## config.mk

```make
export PLATFORM = sky130hd
export DESIGN_NAME = slow_clk_tick_rx_flat
export DESIGN_NICKNAME = d
export VERILOG_FILES = /design/src/rtl/slow_clk_tick_rx_if.sv /design/src/rtl/slow_clk_tick_rx.sv /design/src/flat_wrapper.sv
export SDC_FILE = /design/constraint.sdc
export NUM_CORES = 1
export LEC_CHECK = 0
export CORE_MARGIN = 4
export CORE_UTILIZATION = 35
export CTS_CLUSTER_DIAMETER = 40
export CTS_CLUSTER_SIZE = 24
export DETAILED_ROUTE_END_ITERATION = 10
export PLACE_DENSITY = 0.52
export SYNTH_ARGS = -nofsm -noshare
export SYNTH_HDL_FRONTEND = slang
export SYNTH_SLANG_ARGS = --single-unit
```

## constraint.sdc

```tcl
create_clock -name clk -period 5.08 [get_ports clk]
set_clock_uncertainty 0.2 [all_clocks]
set_input_delay 0.762 -clock clk [delete_from_list [all_inputs] [get_ports clk]]
set_output_delay 0.762 -clock clk [all_outputs]
set_load 0.005 [all_outputs]
```

## src/rtl/slow_clk_tick_rx_if.sv

```systemverilog
// Tick and status bundle between the divided-clock receiver and the game-step consumer.
// master = receiver side (drives tick/status), slave = consumer side (drives enable/ready/clear).
interface slow_clk_tick_rx_if #(
    parameter int PERIOD_W = 16,
    parameter int MISS_W   = 4
);
    logic                en;
    logic                tick_valid;
    logic                tick_ready;
    logic                clr_missed;
    logic [MISS_W-1:0]   missed;
    logic [PERIOD_W-1:0] period;
    logic                period_valid;

    modport master (
        input  en, tick_ready, clr_missed,
        output tick_valid, missed, period, period_valid
    );

    modport slave (
        output en, tick_ready, clr_missed,
        input  tick_valid, missed, period, period_valid
    );
endinterface

```

## src/rtl/slow_clk_tick_rx.sv

```systemverilog
// Synchronises the divided clock, turns each accepted rising edge into a ready/valid tick and measures its period.
// Latency: clk_d rise to tick_valid is SYNC_STAGES+1 clk edges; all outputs registered.
// Backpressure: a tick arriving while one is still pending is dropped and counted in missed (saturating).
module slow_clk_tick_rx #(
    parameter int SYNC_STAGES = 2,
    parameter int PERIOD_W    = 16,
    parameter int MISS_W      = 4
) (
    input  logic                clk,
    input  logic                rst_n,
    input  logic                clk_d,
    slow_clk_tick_rx_if.master  rx
);
    localparam logic [PERIOD_W-1:0] CNT_MAX  = {PERIOD_W{1'b1}};
    localparam logic [MISS_W-1:0]   MISS_MAX = {MISS_W{1'b1}};

    logic [SYNC_STAGES-1:0] sync_q;
    logic                   prev_q;
    logic                   tick_q,    tick_d;
    logic [MISS_W-1:0]      miss_q,    miss_d;
    logic [PERIOD_W-1:0]    cnt_q,     cnt_d;
    logic [PERIOD_W-1:0]    per_q,     per_d;
    logic                   per_vld_q, per_vld_d;
    logic                   ref_q,     ref_d;

    logic last_stage, rise, acc, hs, miss;

    assign last_stage = sync_q[SYNC_STAGES-1];
    assign rise       = last_stage & ~prev_q;
    assign acc        = rx.en & rise;
    assign hs         = tick_q & rx.tick_ready;
    assign miss       = acc & tick_q & ~hs;

    always_comb begin
        tick_d = tick_q;
        if (acc)
            tick_d = 1'b1;
        else if (hs)
            tick_d = 1'b0;

        miss_d = miss_q;
        if (rx.clr_missed)
            miss_d = miss ? MISS_W'(1) : '0;
        else if (miss && miss_q != MISS_MAX)
            miss_d = miss_q + MISS_W'(1);

        cnt_d = cnt_q;
        if (acc)
            cnt_d = '0;
        else if (rx.en && cnt_q != CNT_MAX)
            cnt_d = cnt_q + PERIOD_W'(1);

        // Only a rise with a valid reference rise before it yields a period sample.
        per_d     = per_q;
        per_vld_d = 1'b0;
        if (acc && ref_q) begin
            per_vld_d = 1'b1;
            per_d     = (cnt_q == CNT_MAX) ? CNT_MAX : cnt_q + PERIOD_W'(1);
        end

        ref_d = ref_q;
        if (!rx.en)
            ref_d = 1'b0;
        else if (acc)
            ref_d = 1'b1;
    end

    always_ff @(posedge clk or negedge rst_n) begin
        if (!rst_n) begin
            sync_q    <= '0;
            prev_q    <= 1'b0;
            tick_q    <= 1'b0;
            miss_q    <= '0;
            cnt_q     <= '0;
            per_q     <= '0;
            per_vld_q <= 1'b0;
            ref_q     <= 1'b0;
        end else begin
            sync_q    <= {sync_q[SYNC_STAGES-2:0], clk_d};
            prev_q    <= last_stage;
            tick_q    <= tick_d;
            miss_q    <= miss_d;
            cnt_q     <= cnt_d;
            per_q     <= per_d;
            per_vld_q <= per_vld_d;
            ref_q     <= ref_d;
        end
    end

    assign rx.tick_valid   = tick_q;
    assign rx.missed       = miss_q;
    assign rx.period       = per_q;
    assign rx.period_valid = per_vld_q;
endmodule

```

## src/flat_wrapper.sv

```systemverilog
// flat-port wrapper written by rule: the top's interface ports become plain ports
module slow_clk_tick_rx_flat 
#(
    parameter int SYNC_STAGES = 2,
    parameter int PERIOD_W    = 16,
    parameter int MISS_W      = 4
)
  (clk, rst_n, clk_d, rx_en, rx_tick_ready, rx_clr_missed, rx_tick_valid, rx_missed, rx_period, rx_period_valid);
  slow_clk_tick_rx_if #(.PERIOD_W(PERIOD_W), .MISS_W(MISS_W)) rx_i ();
  input  logic clk;
  input  logic rst_n;
  input  logic clk_d;
  input wire logic [$bits(rx_i.en)-1:0] rx_en;
  input wire logic [$bits(rx_i.tick_ready)-1:0] rx_tick_ready;
  input wire logic [$bits(rx_i.clr_missed)-1:0] rx_clr_missed;
  output wire logic [$bits(rx_i.tick_valid)-1:0] rx_tick_valid;
  output wire logic [$bits(rx_i.missed)-1:0] rx_missed;
  output wire logic [$bits(rx_i.period)-1:0] rx_period;
  output wire logic [$bits(rx_i.period_valid)-1:0] rx_period_valid;
  assign rx_i.en = rx_en;
  assign rx_i.tick_ready = rx_tick_ready;
  assign rx_i.clr_missed = rx_clr_missed;
  assign rx_tick_valid = rx_i.tick_valid;
  assign rx_missed = rx_i.missed;
  assign rx_period = rx_i.period;
  assign rx_period_valid = rx_i.period_valid;
  slow_clk_tick_rx #(.SYNC_STAGES(SYNC_STAGES), .PERIOD_W(PERIOD_W), .MISS_W(MISS_W)) u_core (.clk(clk), .rst_n(rst_n), .clk_d(clk_d), .rx(rx_i));
endmodule
```

# Word level (Yosys, flattened, before mapping)
# Cells that the tools add are included.
# W data, S select, Z words.
dict set report word_totals {
  out_inout_bits 22
  in_bits 6
  register_bits 42
  elab_cells 38
}
dict set report classes {
  add_sub_neg 2
  n_bitwise 7
  reduce_logical 6
  eq_ne 4
  muxes 11
}
# op count
set ops {}
lappend ops {{$mux W16} 3}
lappend ops {{$add A16 B1 Y16 const B} 1}
lappend ops {{$eq A16 B16 Y1 const B} 1}
lappend ops {{$ne A16 B16 Y1 const B} 1}
lappend ops {{$mux W4} 2}
lappend ops {{$mux W1} 6}
lappend ops {{$reduce_bool A2 Y1} 3}
lappend ops {{$and A1 B1 Y1} 5}
lappend ops {{$add A4 B1 Y4 const B} 1}
lappend ops {{$ne A4 B4 Y1 const B} 1}
lappend ops {{$logic_and A1 B1 Y1} 3}
lappend ops {{$ne A2 B1 Y1 const B} 1}
lappend ops {{$not A1 Y1} 2}

# Logic depth before layout (Yosys ltp)
# Gate-level depths: netlist (run 1).
dict set report depth {
  depth_word 8
  depth_mapped 8
  depth_no_buf 5
}

# Worst setup path after synthesis (run 1)
# No wires, ideal clock.
dict set report synth_path {
  path_kind {input port to flip-flop}
  startpoint {input port rx_en}
  endpoint {register u_core.per_q[10], in the netlist u_core.rx.period[10]}
  t_required_ns 4.754
  slack_ns 2.893
  path_buffers 3
  arrival_time_ns 1.861
  setup_time_ns 0.126
  stages 7
  path_cell_list {buf_2 > and3b_1 > clkbuf_1 > nand2_1 > nor2_1 > buf_2 > a21oi_1}
}
dict set report synth_via {
  elab_chain_cells 2
}
# item line_no
set synth_lines {}
lappend synth_lines {{start: declaration} flat_wrapper.sv:13} ;# input wire logic [$bits(rx_i.en)-1:0] rx_en;
lappend synth_lines {{$and A1 B1 Y1} slow_clk_tick_rx.sv:30} ;# assign acc = rx.en & rise;
lappend synth_lines {{$logic_and A1 B1 Y1} slow_clk_tick_rx.sv:56} ;# if (acc && ref_q) begin
lappend synth_lines {{end signal: assignment} slow_clk_tick_rx.sv:84} ;# per_q <= per_d;
lappend synth_lines {{end: declaration} slow_clk_tick_rx.sv:22} ;# logic [PERIOD_W-1:0] per_q, per_d;
# Every way passes these cells.
# A chain may end at the register's enable or synchronous reset.

# Worst setup path after layout (run 1)
dict set report layout_path {
  startpoint {input port rx_en}
  endpoint {register u_core.per_q[4], in the netlist u_core.rx.period[4]}
}
# The elaborated chain is that of the path after synthesis.

==> run summary, run 1 <==
Counting every sink on the clock net gives 42. The final HPWL from detailed placement was 3.32 mm. Startpoint class of the critical path: an input pin.

The number of vias per cell was 5.33; the depth of the worst register-to-register path was 5. The portion of the post-synthesis area used by sequential elements was 0.496; the achievable clock frequency was 317 MHz. The initial DRC count is 139. The total overflow left after global routing is 0. The hold violation count in the final report is 0.

The post-synthesis cell type count was 45; the first-pass iteration count of the detailed router was 4. Setup violations remaining at the end of the flow were counted as 0. The die is 85.8 µm wide.

Buffer type at the clock tree root: clkbuf_8. The clock transition at the register clock pins on the worst setup and hold paths after CTS was 0.08 ns; the final wirelength was 4.85 mm. The switching fraction of total power is 0.271. Dividing the synthesized area by the synthesized cell count gives 9.77 µm². The share of layout cells above drive strength 1 came out at 0.0750. The tools report the share of power burned in registers as 0.519.

The longest clock path from root to sink contains 2 buffers. The final-layout setup total negative slack was 0 ns. Number of warnings printed during yosys synthesis: 0.

The final layout contains 247 nets. The first global-routing pass estimated 8.38 mm of wire. The minimum period implied by the final worst setup slack works out to 3.15 ns.

Number of nets still failing antenna checks after routing: 0. Yosys mapped a number of flops with a built-in enable equal to 0. For the pin with the worst max-slew slack, the measured transition is 0.945 ns. Port buffering added 27 buffers. The instance count along the most critical hold path was 0. By area the synthesized netlist is led by dfrtp_1, a21oi_1, nor2_1, xnor2_1, nand3_1. The final standard cell count with taps included and fillers excluded was 315; the total placed cells including tap cells was 307. Area share of the leading cell type in the synthesized netlist: 0.496. After filler insertion, the fill cell instance count of the layout stands at 598. Setup repair after global routing left no endpoint under its margin. The placeable core area was 5890 µm²; the initial antenna violation count was 0.

The synthesized design contains 42 register bits. Total power for the finished layout comes to 0.808 mW. The per-cell routed wire length is 15.4 µm, and the net switching power is 0.219 mW.

The weighted congestion reported at the end of routability-driven placement was 0.810. Clock latency on the worst-skew pair, taken at its later pin, is 0.29 ns. The highest net fanout along the worst path was 19; the critical path data required time was 5.01 ns.

The number of hold buffers added after CTS was 0. Across the run, the number of max-cap violations was 0. The data arrival time of the worst path was 3.08 ns; the final critical-path share of the clock period was 0.620. dfrtp_1 takes more of the synthesized area than any other cell. Post-synth net total: 225.

The fraction of registers with async set/reset is 1.00. Once the clock tree was built, the resizer swapped 0 gates to a different size. The internal portion of the total power is 0.589 mW. The worst setup path is captured at a register. Summed over all cells, the static leakage comes to 1.03 nW. The logs give 1680 for the total via count in the routed design and 0 for the number of post-CTS setup repair buffers. The run gives 7370 µm² as the die area.

The number of DRC violations after detailed routing is 0. The overall routing resource usage was 0.144. The maximum VDD drop is 0.124 mV. The type of the setup path with the least slack was input pin to register. In this run the vertical extent of the chip is 85.8 µm.

dfrtp_1 is the most common cell in the netlist. The initial cell density of the core came out at 0.360. The max-slew violation count was 0. The run finished with clean final reports.

For this run, the leading register cell type out of synthesis is dfrtp_1. Entering global routing, the biggest net connects 43 pins. Synthesis produced 217 cells.

The number of global-route vias before repair is 1592, and the power density of the placed cells is 321 nW/µm². By count the netlist is led by dfrtp_1, nor2_1, a21oi_1. The tools report the share of power burned in the clock network as 0.279.

The area growth from synthesis to layout is 18.7%. The run gives 2120 µm² as the mapped cell area. The min-delay analysis places its worst path in the category register to register. In this run the core area contains 28 standard-cell rows. The repair_antennas step left the layout with diodes totalling 0.

The run gives 0.370 as the worst slew slack as a fraction of its limit. The total clock buffers created by CTS is 5, and the combinational group share of total power is 0.202. Final core utilization: 0.428. TritonCTS built the clock tree. The H-tree was split into 2 levels. 28 I/O pins were placed.
registers in the layout (all words and copies together) (netlist names):
signal	count
u_core.cnt_q	16
u_core.ref_q	1
u_core.prev_q	1
u_core.sync_q	2
u_core.rx.tick_valid	1
u_core.rx.missed	4
u_core.rx.period_valid	1
u_core.rx.period	16
power by group through the flow:
stage	Sequential, mW	Clock, mW	Combinational [mW]
after detailed placement	0.426	0	0.166
final	0.419	0.226	0.163
after global routing	0.428	0.248	0.180
after floorplan	0.417	0	0.0747
after CTS	0.419	0.231	0.166
after global placement	0.424	0	0.165
kinds of logic (layout without fill, tap and decap cells):
logic type                 count (synthesis)  count (layout)  synth area share
muxes                                      3               3            0.0148
buffers and inverters                     17              40            0.0360
adders and majority gates                  2               2            0.0118
DFF                                       42              42             0.496
xor gates and xnor gates                  14              14            0.0579
AOI/OAI and AO/OA                         45              45             0.132
and+or+nand+nor                           94              94             0.251
area by class of cell:
cell class / instances / area (µm²) / area share
timing repair buffer: 28 / 273 / 0.108
tap: 75 / 93.8 / 0.0373
inverter: 4 / 15.0 / 0.00597
multi-input combinational: 158 / 992 / 0.394
clock inverter: 1 / 5.00 / 0.00199
sequential: 42 / 1050 / 0.418
clock buffer: 7 / 86.3 / 0.0343
cell usage in the layout, fill, tap and decap left out, types with 3 or more instances in the layout:
| cell type | n |
|---|---|
| and3_1 | 4 |
| nor3_1 | 5 |
| nor2_1 | 27 |
| nand4_1 | 7 |
| nand2_1 | 10 |
| or3_1 | 6 |
| and4_1 | 3 |
| nand3_1 | 13 |
| nor4_1 | 3 |
| nor2b_1 | 5 |
| clkdlybuf4s50_1 | 26 |
| dfrtp_1 | 42 |
| inv_1 | 3 |
| o21ai_0 | 8 |
| xnor2_1 | 9 |
| clkbuf_8 | 6 |
| a21oi_1 | 22 |
| xor2_1 | 5 |
worst max-delay path: stages:
cell	delay, ns
clkdlybuf4s50_1	0.87
and3b_1	0.24
buf_4	0.21
nand2_1	0.17
nor2_1	0.70
a21oi_1	0.13
metrics by stage:
stage / setup slack (ns) / area (µm²) / hold WS, ns
finish: 1.93 / 2520 / 0.152
floorplan: 2.89 / 2120 / 0.131
detailed placement: 1.61 / 2420 / 0.135
global route: 1.58 / 2520 / 0.170
global placement: 1.65 / 2420 / 0.134
CTS: 1.92 / 2520 / 0.154
layer usage:
metal  global-route usage  vias to the layer above  wire (µm)
met5                    0                        -          0
met4               0.0345                        0         25
met1                0.222                      805       2480
li1                     -                      825          -
met2                0.201                       48       2070
met3               0.0355                        2        271
worst paths after layout:
kind,start,slack (ns),endpoint
max,rx_en,1.93,u_core.rx.period[4]
max in group asynchronous,rst_n,3.68,u_core.cnt_q[4]
max reg2reg,u_core.cnt_q[0],2.52,u_core.rx.period[4]
min,u_core.sync_q[0],0.15,u_core.sync_q[1]
min reg2reg,u_core.sync_q[0],0.15,u_core.sync_q[1]
min in group asynchronous,rst_n,0.41,u_core.cnt_q[14]
No activity file was read; power rests on OpenSTA's default activity.
==> run 2, diff against run 1 <==
Settings changed: PLACE_DENSITY 0.52 to 0.54.
Clock period 5.08 ns to 2.58 ns, I/O delays scaled along.
==> run summary, run 2 (same netlist as run 1, synthesis figures left out) <==
The run finished with clean final reports. The sum of overflow across all layers after global routing is 0, and the layout filler cell count is 575. The run gives 0 as the number of antenna diodes. The first global-routing pass estimated 7.85 mm of wire. For this design the static power due to leakage is 1.08 nW.

Summed over all nets, wire length on met2 after detailed routing comes to 2.03 mm. The top cell types in the final layout, fill and taps aside, are dfrtp_1, nor2_1, clkdlybuf4s50_1. The die width was 85.8 µm. Quantity of gates resized following cts: 0.

Buffer type at the clock tree root: clkbuf_8. The routed design has 4.63 mm of wire. Entering global routing, the biggest net connects 43 pins. Setup repair after global routing left no endpoint under its margin. The tools report the type of element capturing the critical path as a register. The tightest min-delay check is of the register to register type. The number of global-route vias before repair is 1625. The first detailed-routing pass took 4 iterations. Leaving out fill and tap cells, the most frequent cell in the layout is dfrtp_1.

The detailed router put a total of 2.24 mm of wire on met1. The tools report the initial DRC count as 133. The clock latency reported for the late side of the worst-skew pair is 0.29 ns. For the worst setup path, the data required time is 2.62 ns. The maximum number of buffers from clock root to sink came out at 2. The final critical-path share of the clock period works out to 0.873. The type of the setup path with the least slack is register to register.

The placed instances occupy a cell area of 2470 µm². In this design, the stage delay of the slowest critical-path cell is 0.61 ns. The clock transition at the register clock pins on the worst setup and hold paths after CTS works out to 0.08 ns. The clock tree synthesis step divided the H-tree into 2 levels.

The area taken by flip-flops and latches is 1050 µm², and the share of layout cells above drive strength 1 is 0.101. The die covers 7370 µm². The max capacitance violation total came out at 0.

TritonCTS built the clock tree. The hold violation count in the final report is 0, and the total clock buffers created by CTS is 5. STA classifies the critical path startpoint as a register. The run gives 0 as the max-slew violation count. At the pin with the least slew margin, the transition time is 0.595 ns. For this run, design rule violations remaining after detail routing come to 0. From bottom edge to top edge, the die measures 85.8 µm.

For the achievable clock frequency, the log shows 444 MHz. Port buffering added 27 buffers. The HPWL after detailed placement is 3.25 mm. Initial antenna violation count: 0. The clock period could shrink to 2.25 ns. The top layer reached by signal wires was met4.

For this design, the sink count on the clock tree is 42. The detail route stage leaves a number of antenna-violating nets equal to 0. Initial cell density of the core: 0.360. At the end of routability-driven placement, the weighted congestion stood at 0.824. The floorplan step defined a core boundary enclosing 5890 µm². The total via count in the routed design is 1687.

The slowest stage of the critical path is the or4_4 cell. The power density of the placed cells was 642 nW/µm²; the highest net fanout along the worst path was 7. The worst-case IR drop observed on VDD is 0.260 mV. Buffers added to address setup during post-CTS repair amount to 0. The worst slew slack as a fraction of its limit was 0.600; the cell area after layout was 2590 µm². The worst path buffer plus inverter count works out to 0. The tools report the net count of the finished layout as 254.

Dividing the detail-routed wire length by the instance count gives 14.4 µm. STA puts the critical path data arrival time at 2.29 ns. In this run the core area contains 28 standard-cell rows.

The tools report the final-layout setup total negative slack as 0 ns. Cell class contributing the biggest share of worst-path delay: simple AND/OR/NAND/NOR gates. Setup violations remaining at the end of the flow were counted as 0. In the routed layout, each cell is associated on average with a via count of 5.24. The overall routing resource usage came out at 0.135. Traced cell by cell, the critical path runs through ha_1 > nand3_2 > or4_4 > o21ai_0 > mux2_2. Final total power: 1.66 mW. Pin placement for this block handled 28 I/O pins.

Footprint of the multi-input gates: 992 µm². Area added between synthesis and finish: 22.1%. The detailed-routed wire length on met3 came out at 295 µm.
run 2: cell types whose count changed in the layout (fill, tap and decap cells not counted), sizes merged:
cell / previous run / this run
buf: 2 / 8
clkbuf: 7 / 5
bufinv: 0 / 1
clkinv: 2 / 3
dlygate4sd3: 0 / 1
run 2: cell type report:
cell class,instances,share of cell area
Sequential cell,42,0.406
Multi-Input combinational cell,158,0.383
Timing Repair Buffer,35,0.127
Tap cell,75,0.0362
Clock buffer,5,0.0266
Clock inverter,3,0.0155
Inverter,4,0.00580
run 2: worst paths after layout:
path / start / endpoint / slack [ns] / depth (start not counted)
hold / removal: u_core.sync_q[0] / u_core.sync_q[1] / 0.16 / 0
min in group asynchronous: rst_n / u_core.prev_q / 0.50 / 3
setup reg to reg: u_core.cnt_q[0] / u_core.cnt_q[0] / 0.33 / 5
setup / recovery: u_core.cnt_q[0] / u_core.cnt_q[0] / 0.33 / 5
max in group asynchronous: rst_n / u_core.rx.period[6] / 1.32 / 3
hold reg to reg: u_core.sync_q[0] / u_core.sync_q[1] / 0.16 / 0
run 2: per-stage QoR:
step | utilization | hold slack (ns) | std cells | worst slack [ns]
2_1_floorplan | - | -0.109 | 217 | 0.545
4_1_cts | 0.440 | 0.160 | 322 | 0.317
3_5_place_dp | 0.420 | 0.140 | 313 | 0.306
5_1_grt | 0.440 | 0.163 | 322 | 0.167
6_report | 0.440 | 0.156 | 322 | 0.327
3_3_place_gp | 0.420 | 0.136 | 313 | 0.302
run 2: repair_timing:
action                                 in CTS  in global routing
endpoints found under the hold margin      42                  0
setup endpoints to repair                   0                  0
hold buffers                                1                  0
run 2: where the power goes:
| group | leakage, nW | switching (mW) | internal (mW) |
|---|---|---|---|
| clock network | 0.0579 | 0.228 | 0.285 |
| registers | 0.540 | 0.0720 | 0.751 |
| logic | 0.481 | 0.129 | 0.197 |
run 2: layer usage:
metal | GRT usage | vias to the layer above
met1 | 0.191 | 800
met2 | 0.203 | 44
met5 | 0 | -
li1 | - | 838
met4 | 0.0388 | 0
met3 | 0.0336 | 5
